[config.mk]
export PLATFORM = sky130hd
export DESIGN_NAME = sign_mag_to_bcd
export DESIGN_NICKNAME = d
export VERILOG_FILES = /design/src/rtl/sign_mag_to_bcd_pkg.sv /design/src/rtl/sign_mag_to_bcd_add3.sv /design/src/rtl/sign_mag_to_bcd.sv
export SDC_FILE = /design/constraint.sdc
export NUM_CORES = 1
export LEC_CHECK = 0
export CAP_MARGIN = 30
export CORE_ASPECT_RATIO = 0.7
export CORE_MARGIN = 2
export CORE_UTILIZATION = 45
export DETAILED_ROUTE_END_ITERATION = 10
export GPL_TIMING_DRIVEN = 0
export HOLD_SLACK_MARGIN = 0.12
export PLACE_DENSITY = 0.67
export SYNTH_ARGS = -nofsm -noshare
export SYNTH_HDL_FRONTEND = slang
export SYNTH_SLANG_ARGS = --single-unit
[constraint.sdc]
create_clock -name clk -period 5.45 [get_ports clk]
set_input_delay 1.3625 -clock clk [delete_from_list [all_inputs] [get_ports clk]]
set_output_delay 1.3625 -clock clk [all_outputs]
set_load 0.005 [all_outputs]
[src/rtl/sign_mag_to_bcd_pkg.sv]
// Shared constants and state encoding for the sign/magnitude to BCD converter.
package sign_mag_to_bcd_pkg;

    // Default magnitude width and number of BCD digits (10^3 > 2^8 - 1).
    localparam int DEF_WIDTH  = 8;
    localparam int DEF_DIGITS = 3;

    // Width of one BCD digit.
    localparam int NIBBLE_W   = 4;

    // Converter control states; the finish pulse is a flag, not a state.
    typedef enum logic {
        ST_IDLE  = 1'b0,
        ST_SHIFT = 1'b1
    } state_t;

endpackage

[src/rtl/sign_mag_to_bcd_add3.sv]
// Double-dabble correction cell: a digit of 5 or more gets 3 added so that
// the following left shift carries correctly into the next BCD digit.
// Codes 10..15 never occur in a valid flow; they simply wrap modulo 16.
module bcd_add3
    import sign_mag_to_bcd_pkg::*;
(
    input  logic [NIBBLE_W-1:0] i_nib,
    output logic [NIBBLE_W-1:0] o_nib
);

    // Conditional +3 adjust of one BCD digit.
    always_comb begin
        o_nib = (i_nib >= 4'd5) ? (i_nib + 4'd3) : i_nib;
    end

endmodule

[src/rtl/sign_mag_to_bcd.sv]
// Sequential sign/magnitude to BCD converter (shift-add-3, one bit per clock).
// A single-cycle bcd_sel starts (or restarts) a conversion; sign/bcd update
// together with a one-cycle bcd_finish pulse WIDTH clocks after the start.
module sign_mag_to_bcd
    import sign_mag_to_bcd_pkg::*;
#(
    parameter int WIDTH  = DEF_WIDTH,
    parameter int DIGITS = DEF_DIGITS
) (
    input  logic                       clk,
    input  logic                       rst,
    input  logic                       bcd_sel,
    input  logic                       sign_in,
    input  logic [WIDTH-1:0]           mag_in,
    output logic                       sign,
    output logic [NIBBLE_W*DIGITS-1:0] bcd,
    output logic                       busy,
    output logic                       bcd_finish
);

    localparam int BCD_W = NIBBLE_W * DIGITS;
    localparam int SH_W  = BCD_W + WIDTH;
    localparam int CNT_W = $clog2(WIDTH + 1);

    // Shift register layout: [SH_W-1:WIDTH] BCD digits, [WIDTH-1:0] binary.
    state_t             r_state,    w_state_nxt;
    logic [SH_W-1:0]    r_shift,    w_shift_nxt;
    logic [CNT_W-1:0]   r_cnt,      w_cnt_nxt;
    logic               r_sign_lat, w_sign_lat_nxt;
    logic               r_sign,     w_sign_nxt;
    logic [BCD_W-1:0]   r_bcd,      w_bcd_nxt;
    logic               r_finish,   w_finish_nxt;

    logic [SH_W-1:0]    w_adj;
    logic [CNT_W-1:0]   w_cnt_inc;
    logic               w_last;

    // One correction cell per BCD digit, applied before the shift.
    for (genvar g = 0; g < DIGITS; g++) begin : g_add3
        bcd_add3 u_add3 (
            .i_nib (r_shift[WIDTH + g*NIBBLE_W +: NIBBLE_W]),
            .o_nib (w_adj  [WIDTH + g*NIBBLE_W +: NIBBLE_W])
        );
    end

    assign w_adj[WIDTH-1:0] = r_shift[WIDTH-1:0];
    assign w_cnt_inc        = r_cnt + 1'b1;
    assign w_last           = (w_cnt_inc == CNT_W'(WIDTH));

    // Next-state and datapath: restart has priority over shifting/completion.
    always_comb begin
        // NOTE: every signal gets a default first so no path leaves it
        // unassigned; otherwise synthesis infers a latch to hold it.
        w_state_nxt    = r_state;
        w_shift_nxt    = r_shift;
        w_cnt_nxt      = r_cnt;
        w_sign_lat_nxt = r_sign_lat;
        w_sign_nxt     = r_sign;
        w_bcd_nxt      = r_bcd;
        w_finish_nxt   = 1'b0;

        if (bcd_sel) begin
            w_state_nxt    = ST_SHIFT;
            w_shift_nxt    = {{BCD_W{1'b0}}, mag_in};
            w_cnt_nxt      = '0;
            w_sign_lat_nxt = sign_in;
        end else begin
            case (r_state)
                ST_SHIFT: begin
                    w_shift_nxt = {w_adj[SH_W-2:0], 1'b0};
                    w_cnt_nxt   = w_cnt_inc;
                    if (w_last) begin
                        // Upper BCD_W bits of the post-shift value.
                        w_bcd_nxt    = w_adj[SH_W-2 -: BCD_W];
                        w_sign_nxt   = r_sign_lat;
                        w_finish_nxt = 1'b1;
                        w_state_nxt  = ST_IDLE;
                    end
                end
                default: begin
                    w_state_nxt = ST_IDLE;
                end
            endcase
        end
    end

    // State and datapath registers with asynchronous reset.
    always_ff @(posedge clk or posedge rst) begin
        if (rst) begin
            r_state    <= ST_IDLE;
            r_shift    <= '0;
            r_cnt      <= '0;
            r_sign_lat <= 1'b0;
            r_sign     <= 1'b0;
            r_bcd      <= '0;
            r_finish   <= 1'b0;
        end else begin
            // NOTE: non-blocking assignments make all registers update from
            // the same pre-edge values, matching real flip-flop behaviour.
            r_state    <= w_state_nxt;
            r_shift    <= w_shift_nxt;
            r_cnt      <= w_cnt_nxt;
            r_sign_lat <= w_sign_lat_nxt;
            r_sign     <= w_sign_nxt;
            r_bcd      <= w_bcd_nxt;
            r_finish   <= w_finish_nxt;
        end
    end

    assign sign       = r_sign;
    assign bcd        = r_bcd;
    assign busy       = (r_state == ST_SHIFT);
    assign bcd_finish = r_finish;

endmodule
# Word-level counts from Yosys, hierarchy flattened
# Index checks and enable logic that the tools add are counted.
[totals] reg_bits=40
[classes] order_cmp=3 n_addsub=4 n_bitwise=1 n_reduce_logical=2 muxes=13 n_eq_ne=1
[op_table] op="two-way mux 20 bit" n=2
[op_table] op="two-way mux 4 bit" n=4
[op_table] op=">= comparator 4 x 3 -> 1 bit (second input constant)" n=3
[op_table] op="adder 4 x 2 -> 4 bit (second input constant)" n=2
[op_table] op="two-way mux 1 bit" n=6
[op_table] op="adder 4 x 1 -> 4 bit (second input constant)" n=1
[op_table] op="== test 4 bit (second input constant)" n=1
[op_table] op="adder 3 x 2 -> 3 bit (second input constant)" n=1
[op_table] op="two-way mux 3 bit" n=1
[op_table] op="AND reduction 3 bit" n=1
[op_table] op="nonzero test 2 bit" n=1
[op_table] op="NOT 1 bit" n=1

# Depth between registers and ports, before layout
[logic_depth] word_depth=5 mapped_depth=6

# Cells and area by module
# Synthesis repeated with hierarchy kept, for this count alone.
[hier_totals] hier_cells=183 area_unflattened_um2=2037.0
[by_module_without_submodules] module="sign_mag_to_bcd" cells_per_inst=135 area_each_um2=1732.9 instances=1
[by_module_without_submodules] module="bcd_add3" cells_per_inst=16 area_each_um2=101.3 instances=3

# Worst setup path before layout
# No wires, ideal clock.
[synth_timing] kind="input port to flip-flop" start="input port bcd_sel" end="register r_bcd[0] (netlist: bcd[0])" required_ns=5.325 setup_ns=0.125 path_stages=5 arrival_ns=2.341 slack_ns=2.984 cell_sequence="nor4bb_1 -> nand3_1 -> o31ai_4 -> buf_12 -> mux2_4"
[synth_between] elab_chain_len=2
[synth_rtl] element="start, declared" line="sign_mag_to_bcd.sv:12" rtl="input logic bcd_sel,"
[synth_rtl] element="NOT 1 bit (no source line)"
[synth_rtl] element="AND reduction 3 bit (no source line)"
[synth_rtl] element="end signal, assigned" line="sign_mag_to_bcd.sv:105" rtl="r_bcd <= w_bcd_nxt;"
[synth_rtl] element="end, declared" line="sign_mag_to_bcd.sv:31" rtl="logic [BCD_W-1:0] r_bcd, w_bcd_nxt;"
# Every way passes these cells.
# A chain may end at the register's enable or synchronous reset.

# Worst setup path after layout
# Ends and elaborated chain as after synthesis.

==> impl_metrics.csv <==
group,metric,value,unit
critical_path,critPathArrivalTime,2970,ps
timing,worstMarginPinSlew,835,ps
clock_tree,postCtsResizedCells,0,
timing,hold_viol_final,0,
layout,final_nets,239,
detailed_routing,wl_per_cell,13.9,um
clock_tree,hold_buffers,0,
detailed_routing,drt_first_pass_iters,4,
logic_synthesis,synth.distinct_cells,32,
global_route,grt_max_degree,41,
place,hpwl,2.63,mm
die,die_w,83.9,um
detailed_routing,drt_iter0_markers,69,
power_and_ir_drop,pwr-share-seq,53.4,%
clock_tree,cts_tree,"yes",
layout,multi_input_area,917,um^2
timing,post-route-min-period,2790,ps
global_route,grt_overflow_total,0,
die,dieArea,5030,um^2
detailed_routing,drc,0,
critical_path,worstPathRequired,5640,ps
timing,final-setup-viol-count,0,
power_and_ir_drop,clockPowerShare,36.6,%
logic_synthesis,synth-async-reset-ratio,100,%
timing,rsz0062_at_grt,"no",
place,gp_congestion,0.768,
clock_tree,numClockSinks,40,
layout,syn_to_final_growth,21.2,%
power_and_ir_drop,vdd_ir_drop_max,0.000154,V
power_and_ir_drop,p_switching,0.000147,W
logic_synthesis,synth_edf_count,0,
global_route,grt_pass1_wl,6.62,mm
critical_path,start_kind,"input port",
detailed_routing,postRouteAntennaNets,0,
power_and_ir_drop,p_int,0.000451,W
power_and_ir_drop,leakagePower,1.20,nW
die,core_region_area,4330,um^2
detailed_routing,drt-total-wl,3.82,mm
logic_synthesis,syn-cell-area,2010,um^2
power_and_ir_drop,combPwrFrac,10.0,%
critical_path,crit_path_end_kind,"flip-flop",
clock_tree,post-cts-setup-buffer-count,0,
logic_synthesis,ys_seq_elements,40,
timing,max_freq,359,MHz
timing,setup-tns-final,0,ps
logic_synthesis,syn_inst,186,
power_and_ir_drop,power_density,246,nW/um^2
logic_synthesis,synth_ff_type,"dfrtp_1",
die,start_util,46.4,%
clock_tree,ctsHtreeMaxLevel,2,
layout,num_antenna_cells,0,
clock_tree,clock_latency,300,ps
clock_tree,cts-buffers-inserted,5,
timing,post-route-period-util,51.1,%
logic_synthesis,ys_warn_count,0,
critical_path,crit_path_max_fanout,10,
timing,maxSlewViolCount,0,
layout,drive_above_1_share,14.2,%
layout,nFillCells,392,
global_route,antenna_found_initial,0,
die,io_pins,27,
critical_path,critical_path_class,"input port to flip-flop",
run,max_cap_viol_count,0,
logic_synthesis,syn-num-nets,206,
place,io_buffers,26,
power_and_ir_drop,p_sw_share,24.6,%
clock_tree,cts-root-buf,"clkbuf_8",
timing,hold_slack,510,ps
logic_synthesis,ys_seq_area_share,49.8,%
outcome,outcome,"completed",
clock_tree,clkSlewWorstSetupHoldPaths,80,ps
timing,fin_skew,9.20,ps
die,rows,20,
die,fp.dieH,59.9,um
layout,regArea,1000,um^2
clock_tree,cts.path.max_buffers,2,
detailed_routing,vias,1404,
hold_path,hp-class,"flip-flop to flip-flop",
detailed_routing,vias_per_cell,5.12,
logic_synthesis,synth.avg_cell_area,10.8,um^2
global_route,grt.total_usage,17.6,%
timing,maxSlewHeadroom,44.2,%
global_route,grt_pass1_vias,1357,
## worst paths after layout
path	start	end	slack [ps]	depth (start not counted)
worst min register to register	bcd[10]	bcd[10]	510	1
worst max-delay path	bcd_sel	bcd[0]	2660	6
min in group asynchronous	rst	r_shift[7]	1540	2
worst min-delay path	bcd[10]	bcd[10]	510	1
worst max register to register	r_cnt[0]	bcd[0]	3480	6
max in group asynchronous	rst	r_shift[13]	3380	2
## state kept, by name (all words and copies together), names as in the netlist
register and count:
bcd_finish 1, r_cnt 4, bcd 12, r_shift 20, sign 1, busy 1
r_sign_lat 1
## kinds of logic after synthesis
family | after synthesis | synth area share [%]
compound gates | 34 | 11.1
xor+xnor | 6 | 2.61
fa+ha+maj | 8 | 4.98
buf+inv | 19 | 4.60
flops | 40 | 49.8
mux | 26 | 15.0
simple gates | 53 | 11.9
## power by group through the flow
stage	Sequential (W)	Combinational [W]	Clock (W)
4_1_cts	0.000320	0.0000610	0.000222
2_1_floorplan	0.000323	0.0000398	0
6_report	0.000320	0.0000598	0.000219
3_3_place_gp	0.000325	0.0000597	0
5_1_grt	0.000321	0.0000688	0.000238
3_5_place_dp	0.000325	0.0000610	0
## final cells by class
type	instances	area share [%]
Buffer	8	2.11
Tap cell	55	2.82
Clock buffer	7	3.95
Inverter	11	1.69
Sequential cell	40	41.1
Multi-Input combinational cell	127	37.6
Timing Repair Buffer	26	10.7
## Yosys cell counts (all sizes together) (2+ instances only)
cell	count	share of area [%]
dfrtp	40	50
ha	8	5.0
nor3	2	0.50
clkbuf	5	0.93
nand2b	4	1.2
buf	3	1.6
inv	11	2.1
mux2i	14	7.0
xor2	2	0.87
and3	3	1.0
a31o	4	1.7
nand3	4	1.0
o21ai	16	4.0
nand2	25	4.7
a21oi	8	2.2
xnor2	4	1.7
nor2	12	2.2
mux2	12	8.0
## per-stage QoR
stage	worst slack [ps]	total power, W	cells	util (%)	cell area (um^2)
2_1_floorplan	2980	0.000363	186	-	2010
3_3_place_gp	2280	0.000385	267	54.0	2340
3_5_place_dp	2330	0.000386	267	54.0	2340
4_1_cts	2650	0.000603	274	56.3	2440
5_1_grt	2570	0.000628	274	56.3	2440
6_report	2660	0.000598	274	56.3	2440
## cells in the final DEF (no fill, tap or decap), drive strengths merged, types with 2 or more instances in the layout
master         Yosys  layout
dfrtp             40      40
clkdlybuf4s50      0      26
nand2             25      25
o21ai             16      16
mux2i             14      14
nor2              12      12
mux2              12      12
clkbuf             5      12
inv               11      11
ha                 8       8
a21oi              8       8
nand3              4       4
nand2b             4       4
xnor2              4       4
a31o               4       4
and3               3       3
buf                3       3
xor2               2       2
nor3               2       2
## worst max-delay path, stage by stage
cell	delay [ps]
clkdlybuf4s50_1	440
inv_1	90
nand2_1	110
o31ai_4	460
buf_12	210
mux2_4	310
## per-layer routing
metal	GRT usage, %	wire length (um)
met1	24.3	1950
met2	26.2	1630
met3	6.35	168
met4	5.53	68
met5	0	0
Note: power is estimated with default switching activity, not from simulation.
